`src/rtl/regdst_sel_pipe.sv`:
```
// regdst_sel_pipe
//
// Picks the destination register address for the instruction entering EX
// from NUM_SRC candidates. It then carries that address and its effective
// write-enable down a DEPTH-stage pipeline, from stage 0 (EX) to stage
// DEPTH-1 (WB). It handles load-use stall bubbles, branch flushes and x0
// write suppression. Each stage also reports whether it will write either
// of two source addresses, for use by the forwarding and hazard units.
//
// Ports:
//   clk           rising-edge clock
//   rst_n         synchronous active-low reset, clears every stage
//   src_addr      NUM_SRC flattened candidates, candidate i at [i*AW +: AW]
//   sel           candidate index; out-of-range selects address 0
//   in_valid      an instruction is presented this cycle
//   reg_write_in  the presented instruction writes the register file
//   stall         load-use stall: hold stage 0, inject a bubble into stage 1
//   flush         branch/jump flush: bubble stages 0 and 1 (beats stall)
//   rs1_addr      source address 1 to compare against every stage
//   rs2_addr      source address 2 to compare against every stage
//   stage_addr    flattened per-stage destination address
//   stage_we      per-stage effective write-enable
//   wb_addr       address of the last stage
//   wb_we         write-enable of the last stage
//   rs1_match     bit k set when stage k will write rs1_addr
//   rs2_match     bit k set when stage k will write rs2_addr

module regdst_sel_pipe #(
  parameter int AW            = 5,
  parameter int NUM_SRC       = 4,
  parameter int SEL_W         = 2,
  parameter int DEPTH         = 3,
  parameter int ZERO_SUPPRESS = 1
) (
  input  logic                   clk,
  input  logic                   rst_n,
  input  logic [NUM_SRC*AW-1:0]  src_addr,
  input  logic [SEL_W-1:0]       sel,
  input  logic                   in_valid,
  input  logic                   reg_write_in,
  input  logic                   stall,
  input  logic                   flush,
  input  logic [AW-1:0]          rs1_addr,
  input  logic [AW-1:0]          rs2_addr,
  output logic [DEPTH*AW-1:0]    stage_addr,
  output logic [DEPTH-1:0]       stage_we,
  output logic [AW-1:0]          wb_addr,
  output logic                   wb_we,
  output logic [DEPTH-1:0]       rs1_match,
  output logic [DEPTH-1:0]       rs2_match
);

  logic [AW-1:0] addr_q [DEPTH];
  logic [DEPTH-1:0] we_q;

  logic [AW-1:0] sel_addr;
  logic          zero_kill;
  logic          new_we;
  logic [AW-1:0] new_addr;

  // Candidate mux. The default covers select values that name no
  // candidate, so those values produce address 0.
  always_comb begin
    sel_addr = '0;
    for (int i = 0; i < NUM_SRC; i++) begin
      if (sel == SEL_W'(i)) begin
        sel_addr = src_addr[i*AW +: AW];
      end
    end
  end

  // A non-writing entry always carries address 0. This keeps every bubble
  // identical, whatever its origin.
  always_comb begin
    zero_kill = (ZERO_SUPPRESS != 0) && (sel_addr == '0);
    new_we    = in_valid & reg_write_in & ~zero_kill;
    new_addr  = new_we ? sel_addr : '0;
  end

  // Stages 2 and up always advance. Stages 0 and 1 depend on
  // flush/stall. During a stall, stage 0 keeps its old contents and
  // stage 1 receives a bubble.
  always_ff @(posedge clk) begin
    if (!rst_n) begin
      for (int k = 0; k < DEPTH; k++) begin
        addr_q[k] <= '0;
      end
      we_q <= '0;
    end else begin
      for (int k = 2; k < DEPTH; k++) begin
        addr_q[k] <= addr_q[k-1];
        we_q[k]   <= we_q[k-1];
      end
      if (flush) begin
        addr_q[0] <= '0;
        we_q[0]   <= 1'b0;
        addr_q[1] <= '0;
        we_q[1]   <= 1'b0;
      end else if (stall) begin
        addr_q[1] <= '0;
        we_q[1]   <= 1'b0;
      end else begin
        addr_q[0] <= new_addr;
        we_q[0]   <= new_we;
        addr_q[1] <= addr_q[0];
        we_q[1]   <= we_q[0];
      end
    end
  end

  // Flatten the stages and compute the match flags. Address 0 never
  // matches, because x0 is hard-wired and must not be forwarded.
  always_comb begin
    stage_addr = '0;
    rs1_match  = '0;
    rs2_match  = '0;
    for (int k = 0; k < DEPTH; k++) begin
      stage_addr[k*AW +: AW] = addr_q[k];
      rs1_match[k] = we_q[k] && (addr_q[k] == rs1_addr) && (rs1_addr != '0);
      rs2_match[k] = we_q[k] && (addr_q[k] == rs2_addr) && (rs2_addr != '0);
    end
  end

  assign stage_we = we_q;
  assign wb_addr  = addr_q[DEPTH-1];
  assign wb_we    = we_q[DEPTH-1];

endmodule

```
`config.mk`:
```
export PLATFORM = sky130hd
export DESIGN_NAME = regdst_sel_pipe
export DESIGN_NICKNAME = d
export VERILOG_FILES = /design/src/rtl/regdst_sel_pipe.sv
export SDC_FILE = /design/constraint.sdc
export NUM_CORES = 1
export LEC_CHECK = 0
export BUFFER_PORTS_ARGS = -buffer_cell sky130_fd_sc_hd__buf_4
export CAP_MARGIN = 20
export CORE_MARGIN = 5
export CORE_UTILIZATION = 40
export DETAILED_ROUTE_END_ITERATION = 8
export PLACE_DENSITY = 0.74
export SLEW_MARGIN = 10
export SYNTH_ARGS = -nofsm -noshare
export SYNTH_HDL_FRONTEND = slang
export SYNTH_SLANG_ARGS = --single-unit
```
`constraint.sdc`:
```
create_clock -name clk -period 2.7 [get_ports clk]
set_clock_uncertainty 0.2 [all_clocks]
set_input_delay 0.54 -clock clk [delete_from_list [all_inputs] [get_ports clk]]
set_output_delay 0.54 -clock clk [all_outputs]
set_load 0.02 [all_outputs]
```
==> out/results.tsv, run 1 <==
metric	value	unit
status	finished clean	
M2 GR Usage	0.305	
GR Util met3	0.0381	
antenna violations before repair	0	
Req. time, crit path	1960	ps
startpoint types	input pin	
R2R Path Start	addr_q[0][3]	
Die W	65.0	um
Flop pwr share	0.502	
Final Hold Viols	0	
Seq/Total Area, Yosys	0.421	
Routed WL per cell	15.3	um
worst setup path class	in -> out	
io pins	68	
layout cell share with drive strength beyond 1	0.434	
WP data arrival	1650	ps
remaining antenna violation count	0	
internal power	0.484	mW
WHS	309	ps
Post-Route Setup TNS	0	ps
area of the multi-input gates	671	um^2
Clock transition at path regs	100	ps
Critical Path Source	rs2_addr[1]	
Final period util	0.887	
Clk pwr share	0.249	
CP delay by family, top	simple AND/OR/NAND/NOR gates	
H-tree depth	1	
global route overflow	0	
Post-Syn Area	1210	um^2
unrepaired setup endpoints after global routing	no	
die area	4230	um^2
first-pass GRT wire length	5130	um
largest net degree at the start of global routing	14	
number of global-route vias before repair	1165	
Total Wirelength	3180	um
Worst path slowest cell	or4_1	
Post-CTS Setup Inserts	0	
Layout fillers	268	
Final #Nets	214	
minimum clock period	2390	ps
r2r worst-path depth	1	
Max stage delay on crit path	520	ps
met1 usage	0.157	
drt drc	0	
Crit path depth	5	
Seq. cell area	510	um^2
Sw Pwr	0.165	mW
Yosys cell types	22	
synthesized area per cell	11.9	um^2
num rows	20	
Max Slew Vio Count	0	
cts hold-fix bufs	0	
Ant. Diodes	0	
Logic pwr share	0.249	
Core Region	2980	um^2
vias per cell	5.13	
later-pin clock latency in the skew report	280	ps
most frequent CP cell	buf_4	
R2R Setup Slk	1600	ps
reg2reg end	addr_q[0][8]	
CP bufs+invs	2	
Final Setup Violations	0	
max cap viols	0	
first-pass iteration count of the detailed router	2	
Worst setup endpoint	rs2_match[2]	
1st-iter DRT viols	31	
top fanout value on the critical path	4	
total track usage	0.158	
clock buffer count from CTS	3	
Initial Util	0.407	
maximum clock frequency	0.418	GHz
Clock Tree Buf Depth	2	
CTS resizes	0	
worst path cell trace	buf_4, or4_1, nor2_1, nor4_1, buf_4	
CTS Root Cell	clkbuf_4	
Sinks on Clock Net	18	
Yosys reg bits	18	
Sw Share	0.255	
Post-Synthesis Cells	102	
Port Buffers	67	
Die Height	65.0	um
worst setup margin	306	ps
Pleak	0.788	nW
PD cells	366	nW/um^2
DR vias	1068	
Post-Place Worst Slack	308	ps
CTS tree	built	
Most Crowded Layer GR	met2	
crit end category	output port	
YS warnings	0	
Hold Path Class	reg -> reg	
maximum vdd drop	0.000158	V
GPL Wtd Cong	0.835	
Area growth syn-to-layout	46.4	%
cells in the mapped netlist, drive strengths merged:
| cell type | count | area share |
|---|---|---|
| dfxtp | 3 | 0.050 |
| nor4 | 6 | 0.031 |
| o211ai | 2 | 0.012 |
| and3 | 5 | 0.027 |
| mux4 | 5 | 0.099 |
| conb | 1 | 0.0031 |
| nand3b | 1 | 0.0062 |
| and2 | 13 | 0.067 |
| xor2 | 10 | 0.072 |
| or4 | 2 | 0.012 |
| xnor2 | 20 | 0.14 |
| edfxtp | 15 | 0.37 |
| inv | 1 | 0.0031 |
| nand4 | 6 | 0.031 |
| clkbuf | 1 | 0.0031 |
| nor3b | 1 | 0.0062 |
| buf | 7 | 0.046 |
| nor2 | 2 | 0.0062 |
| o311ai | 1 | 0.0072 |
cell usage in the layout, fill, tap and decap left out, drive strengths merged:
cell,synthesis,final
and2,13,13
and3,5,5
buf,7,68
clkbuf,1,4
conb,1,10
dfxtp,3,3
edfxtp,15,15
inv,1,1
mux4,5,5
nand3b,1,1
nand4,6,6
nor2,2,2
nor3b,1,1
nor4,6,6
o211ai,2,2
o311ai,1,1
or4,2,2
xnor2,20,20
xor2,10,10
power groups by stage:
stage / sequential [mW] / clock [mW] / combinational, mW
floorplan: 0.342 / 0 / 0.0698
global placement: 0.332 / 0 / 0.158
detailed placement: 0.332 / 0 / 0.163
CTS: 0.326 / 0.166 / 0.163
global route: 0.327 / 0.183 / 0.174
finish: 0.326 / 0.162 / 0.162
how the worst min path moves through the flow:
stage	from	end	slack, ps	cells past startpoint
floorplan	stage_we[0]	stage_we[1]	360	1
global placement	stage_we[0]	stage_we[1]	270	1
detailed placement	stage_we[0]	stage_we[1]	290	1
CTS	stage_we[0]	stage_we[1]	300	1
global route	stage_we[0]	stage_we[1]	310	1
finish	stage_we[0]	stage_we[1]	310	1
through the flow:
step,utilization,instances,cell area [um^2],total power [mW]
2_1_floorplan,-,111,1240,0.412
3_3_place_gp,0.583,204,1740,0.490
3_5_place_dp,0.583,204,1740,0.495
4_1_cts,0.595,208,1770,0.655
5_1_grt,0.595,208,1770,0.684
6_report,0.595,208,1770,0.649
kinds of logic (layout without fill, tap and decap cells):
kind of cell           count (synthesis)  count (layout)  synth area share
AO/OA/AOI/OAI                          3               3            0.0196
buffers and inverters                  9              73            0.0527
other                                  1              10           0.00310
AND/OR/NAND/NOR                       36              36             0.187
multiplexers                           5               5            0.0992
flip-flops                            18              18             0.421
XOR/XNOR                              30              30             0.217
state kept, by name (all words and copies together) (netlist names):
register,count
stage_we,3
addr_q,15
layer usage:
metal,vias to the layer above,share of wire
li1,508,-
met1,495,0.36
met2,61,0.52
met3,4,0.11
met4,0,0.014
met5,-,0
layout make-up:
type / count / area share
timing repair buffer: 68 / 0.288
tap: 33 / 0.0233
multi-input combinational: 84 / 0.378
sequential: 18 / 0.288
clock buffer: 4 / 0.0205
inverter: 1 / 0.00212
Note: power is estimated with default switching activity, not from simulation.
==> run 2: changes to the inputs <==
Settings changed: CORE_ASPECT_RATIO from default to 1.2.
==> run 2 against run 1 <==
  * First-iteration DRC count grew 61%
  * Flip-flop and latch count unchanged
  * Setup slack lost 27 ps
  * Register-to-register slack barely moved
  * Final area shrank 0.49%
  * Via count hardly changed
  * Combinational power hardly changed
  * Final cell count is 0.48% higher
  * Utilization increased by 2.1 points
  * Hold slack worse by 16 ps
==> out/results.tsv, run 2 (synthesized netlist as in run 1, its figures left out) <==
metric	value	unit	change
Final Setup Violations	0		unchanged
total track usage	0.148		-0.00936
H-tree depth	1		unchanged
antenna violations before repair	0		unchanged
Die W	60.2	um	-7.4%
Area growth syn-to-layout	45.7	%	
largest net degree at the start of global routing	14		unchanged
top fanout value on the critical path	4		unchanged
Max stage delay on crit path	540	ps	+20 ps
start point of the worst hold path	stage_we[0]		
worst setup margin	279	ps	-26.7 ps
Sinks on Clock Net	18		unchanged
Final Hold Viols	0		unchanged
CP bufs+invs	2		unchanged
drt drc	0		unchanged
Post-CTS Setup Inserts	0		unchanged
Total Wirelength	3000	um	-5.4%
Clock Tree Buf Depth	2		unchanged
io pins	68		unchanged
vias per cell	5.11		-0.39%
Max Slew Vio Count	0		unchanged
layout cell share with drive strength beyond 1	0.429		-0.00571
Hold Path Class	reg -> reg		
Ant. Diodes	0		unchanged
num rows	21		+5.0%
Worst path slowest cell	or4_1		
Die Height	70.3	um	+8.1%
startpoint types	input pin		
GPL Wtd Cong	0.890		+6.6%
first-pass iteration count of the detailed router	4		+2
Req. time, crit path	1960	ps	about the same
most flop-heavy register	addr_q		
status	finished clean		
CTS tree	built		
1st-iter DRT viols	50		+61%
M1 wire length	1040	um	-10%
most frequent cells in the layout	buf_4, xnor2_1, edfxtp_1, and2_1		
Post-Place Worst Slack	305	ps	-2.76 ps
first-pass GRT wire length	4890	um	-4.7%
most common cell after layout, fill and taps aside	buf_4		
r2r worst-path depth	1		unchanged
Crit path depth	5		unchanged
Port Buffers	67		unchanged
Final period util	0.897		+0.00989
Met3 Wirelength	434	um	+28%
global route overflow	0		unchanged
Clock transition at path regs	90	ps	about the same
unrepaired setup endpoints after global routing	no		
later-pin clock latency in the skew report	280	ps	about the same
CP delay by family, top	simple AND/OR/NAND/NOR gates		
PD cells	348	nW/um^2	-4.9%
maximum vdd drop	0.000210	V	+33%
R2R Setup Slk	1600	ps	about the same
Core Region	2860	um^2	-3.8%
R2R Path Start	addr_q[0][9]		
cts hold-fix bufs	0		unchanged
worst setup path class	in -> out		
max cap viols	0		unchanged
most frequent CP cell	buf_4		
Post-Route Setup TNS	0	ps	unchanged
HPWL Detailed	2610	um	
Detail Route met2 WL	1480	um	-9.9%
die area	4230	um^2	+0.10%
minimum clock period	2420	ps	+26.7 ps
WHS	293	ps	-16.0 ps
Initial Util	0.423		+0.0162
worst hold path stage count	1		unchanged
clock buffer count from CTS	3		unchanged
DR vias	1069		+0.094%
WP data arrival	1680	ps	+30 ps
WHS Endpoint	stage_we[1]		
crit end category	output port		
number of global-route vias before repair	1179		+1.2%
max FFs per register	15		unchanged
Final #Nets	214		unchanged
reg2reg end	addr_q[0][14]		
Pleak	0.782	nW	-0.76%
Routed WL per cell	14.4	um	-5.9%
highest metal used	met4		
remaining antenna violation count	0		unchanged
CTS Root Cell	clkbuf_4		
worst path cell trace	buf_4, or4_1, nor2_1, nor4_1, buf_4		
CTS resizes	0		unchanged
maximum clock frequency	0.413	GHz	-1.1%
[run 2: worst max-delay path by stage]
| stage | start | end |
|---|---|---|
| 2_1_floorplan | addr_q[0][4] | rs1_match[0] |
| 3_3_place_gp | rs1_addr[1] | rs1_match[1] |
| 3_5_place_dp | rs2_addr[1] | rs2_match[1] |
| 4_1_cts | rs2_addr[1] | rs2_match[1] |
| 5_1_grt | rs2_addr[1] | rs2_match[1] |
| 6_report | rs2_addr[1] | rs2_match[1] |
[run 2: cell type report]
type                       instances  area (um^2)
inverter                           1         3.75
fill                             229         1100
clock buffer                       4         26.3
sequential                        18          510
multi-input combinational         84          671
timing repair buffer              68          510
tap                               34         42.5
[run 2: report_power, final]
group          switching, mW  internal, mW
clock network         0.0711        0.0572
registers             0.0143         0.311
logic                 0.0698        0.0902
[run 2: per-layer routing]
metal,global-route usage,up-vias
li1,-,505
met1,0.155,480
met2,0.255,78
met3,0.0479,6
met4,0.0764,0
met5,0,-
[run 2: through the flow]
| stage | instance area [um^2] | util | total power, mW | instances |
|---|---|---|---|---|
| after floorplan | 1240 | - | 0.412 | 111 |
| after global placement | 1740 | 0.607 | 0.489 | 205 |
| after detailed placement | 1740 | 0.607 | 0.493 | 205 |
| after CTS | 1760 | 0.616 | 0.624 | 209 |
| after global routing | 1760 | 0.616 | 0.653 | 209 |
| final | 1760 | 0.616 | 0.614 | 209 |
==> run 3: changes to the inputs <==
Settings changed: RECOVER_POWER from default to 50.
==> run 3 against run 2 <==
  * Final cell count did not move
  * Critical path depth unchanged
  * Utilization down 0.79 points
  * Combinational power is essentially flat
  * Hold slack got worse by 4.2 ps
  * Routed wire length rose by 0.47%
  * Clock power is essentially flat
  * First-iteration DRC count is the same
==> out/results.tsv, run 3 (synthesized netlist as in run 1, its figures left out) <==
metric	value	unit	change
status	finished clean		
CTS Root Cell	clkbuf_4		
minimum clock period	2430	ps	+8.73 ps
CTS resizes	0		unchanged
HPWL Detailed	2610	um	unchanged
worst path cell trace	buf_4, or4_1, nor2_1, nor4_1, buf_4		
CTS tree	built		
most frequent CP cell	buf_4		
GPL Wtd Cong	0.890		unchanged
vias per cell	5.08		-0.65%
Routed WL per cell	14.4	um	+0.47%
Clock Tree Buf Depth	2		unchanged
Clock transition at path regs	90	ps	about the same
later-pin clock latency in the skew report	280	ps	about the same
worst setup path class	in -> out		
Post-CTS Setup Inserts	0		unchanged
Layout fillers	235		+2.6%
Area growth syn-to-layout	43.8	%	
Die Height	70.3	um	unchanged
most frequent cells in the layout	buf_4, xnor2_1, edfxtp_1, xor2_1, conb_1		
DR vias	1062		-0.65%
startpoint types	input pin		
drt drc	0		unchanged
max cap viols	0		unchanged
CP delay by family, top	simple AND/OR/NAND/NOR gates		
first-pass GRT wire length	4890	um	unchanged
H-tree depth	1		unchanged
post-route cell area	1740	um^2	-1.3%
cts hold-fix bufs	0		unchanged
Ant. Diodes	0		unchanged
layout cell share with drive strength beyond 1	0.394		-0.0343
antenna violations before repair	0		unchanged
WHS	289	ps	-4.17 ps
Sinks on Clock Net	18		unchanged
largest net degree at the start of global routing	14		unchanged
Worst path slowest cell	or4_1		
Total Wirelength	3020	um	+0.47%
most common cell after layout, fill and taps aside	buf_4		
Final period util	0.900		+0.00323
Power Total	0.612	mW	-0.29%
first-pass iteration count of the detailed router	4		unchanged
top fanout value on the critical path	4		unchanged
Core Region	2860	um^2	unchanged
Die W	60.2	um	unchanged
PD cells	352	nW/um^2	+1.0%
remaining antenna violation count	0		unchanged
Hold Path Class	reg -> reg		
most flop-heavy register	addr_q		
Req. time, crit path	1960	ps	about the same
global route overflow	0		unchanged
Max stage delay on crit path	540	ps	about the same
clock buffer count from CTS	3		unchanged
Final #Nets	214		unchanged
Final Setup Violations	0		unchanged
number of global-route vias before repair	1179		unchanged
CP bufs+invs	2		unchanged
max FFs per register	15		unchanged
Port Buffers	67		unchanged
Max Slew Vio Count	0		unchanged
total track usage	0.148		unchanged
unrepaired setup endpoints after global routing	no		
die area	4230	um^2	unchanged
Post-Route Setup TNS	0	ps	unchanged
Final Hold Viols	0		unchanged
1st-iter DRT viols	50		unchanged
Pleak	0.753	nW	-3.8%
crit end category	output port		
io pins	68		unchanged
num rows	21		unchanged
Initial Util	0.423		unchanged
maximum clock frequency	0.412	GHz	-0.36%
WP data arrival	1690	ps	about the same
maximum vdd drop	0.000211	V	+0.15%
DP Area	1740	um^2	unchanged
-- run 3: per-layer routing --
layer,vias up,routed length (um),track usage
li1,505,-,-
met3,6,427,0.0479
met2,74,1470,0.255
met5,-,0,0
met1,477,1070,0.155
met4,0,53,0.0764
-- run 3: final cells by class --
cell class                      instances  area (um^2)  share of cell area
Timing Repair Buffer                   68          488               0.280
Inverter                                1         3.75             0.00216
Sequential cell                        18          510               0.293
Tap cell                               34         42.5              0.0244
Multi-Input combinational cell         84          671               0.385
Clock buffer                            4         26.3              0.0151
-- run 3: final timing paths --
path         depth (start not counted)      endpoint         start  slack (ps)
max                                  5  rs2_match[1]   rs2_addr[1]         270
min                                  1   stage_we[1]   stage_we[0]         290
max reg2reg                          1  addr_q[0][8]  addr_q[0][3]        1600
min reg2reg                          1   stage_we[1]   stage_we[0]         290
-- run 3: where the power goes --
group          internal (mW)  switching (mW)
clock network         0.0572          0.0713
logic                 0.0882          0.0698
registers              0.311          0.0143
total                  0.457           0.155
-- run 3: metrics by stage --
| stage | util | cells | setup slack [ps] |
|---|---|---|---|
| after floorplan | - | 111 | 525 |
| after global placement | 0.607 | 205 | 385 |
| final | 0.608 | 209 | 270 |
| after detailed placement | 0.607 | 205 | 305 |
| after CTS | 0.616 | 209 | 292 |
| after global routing | 0.608 | 209 | 251 |
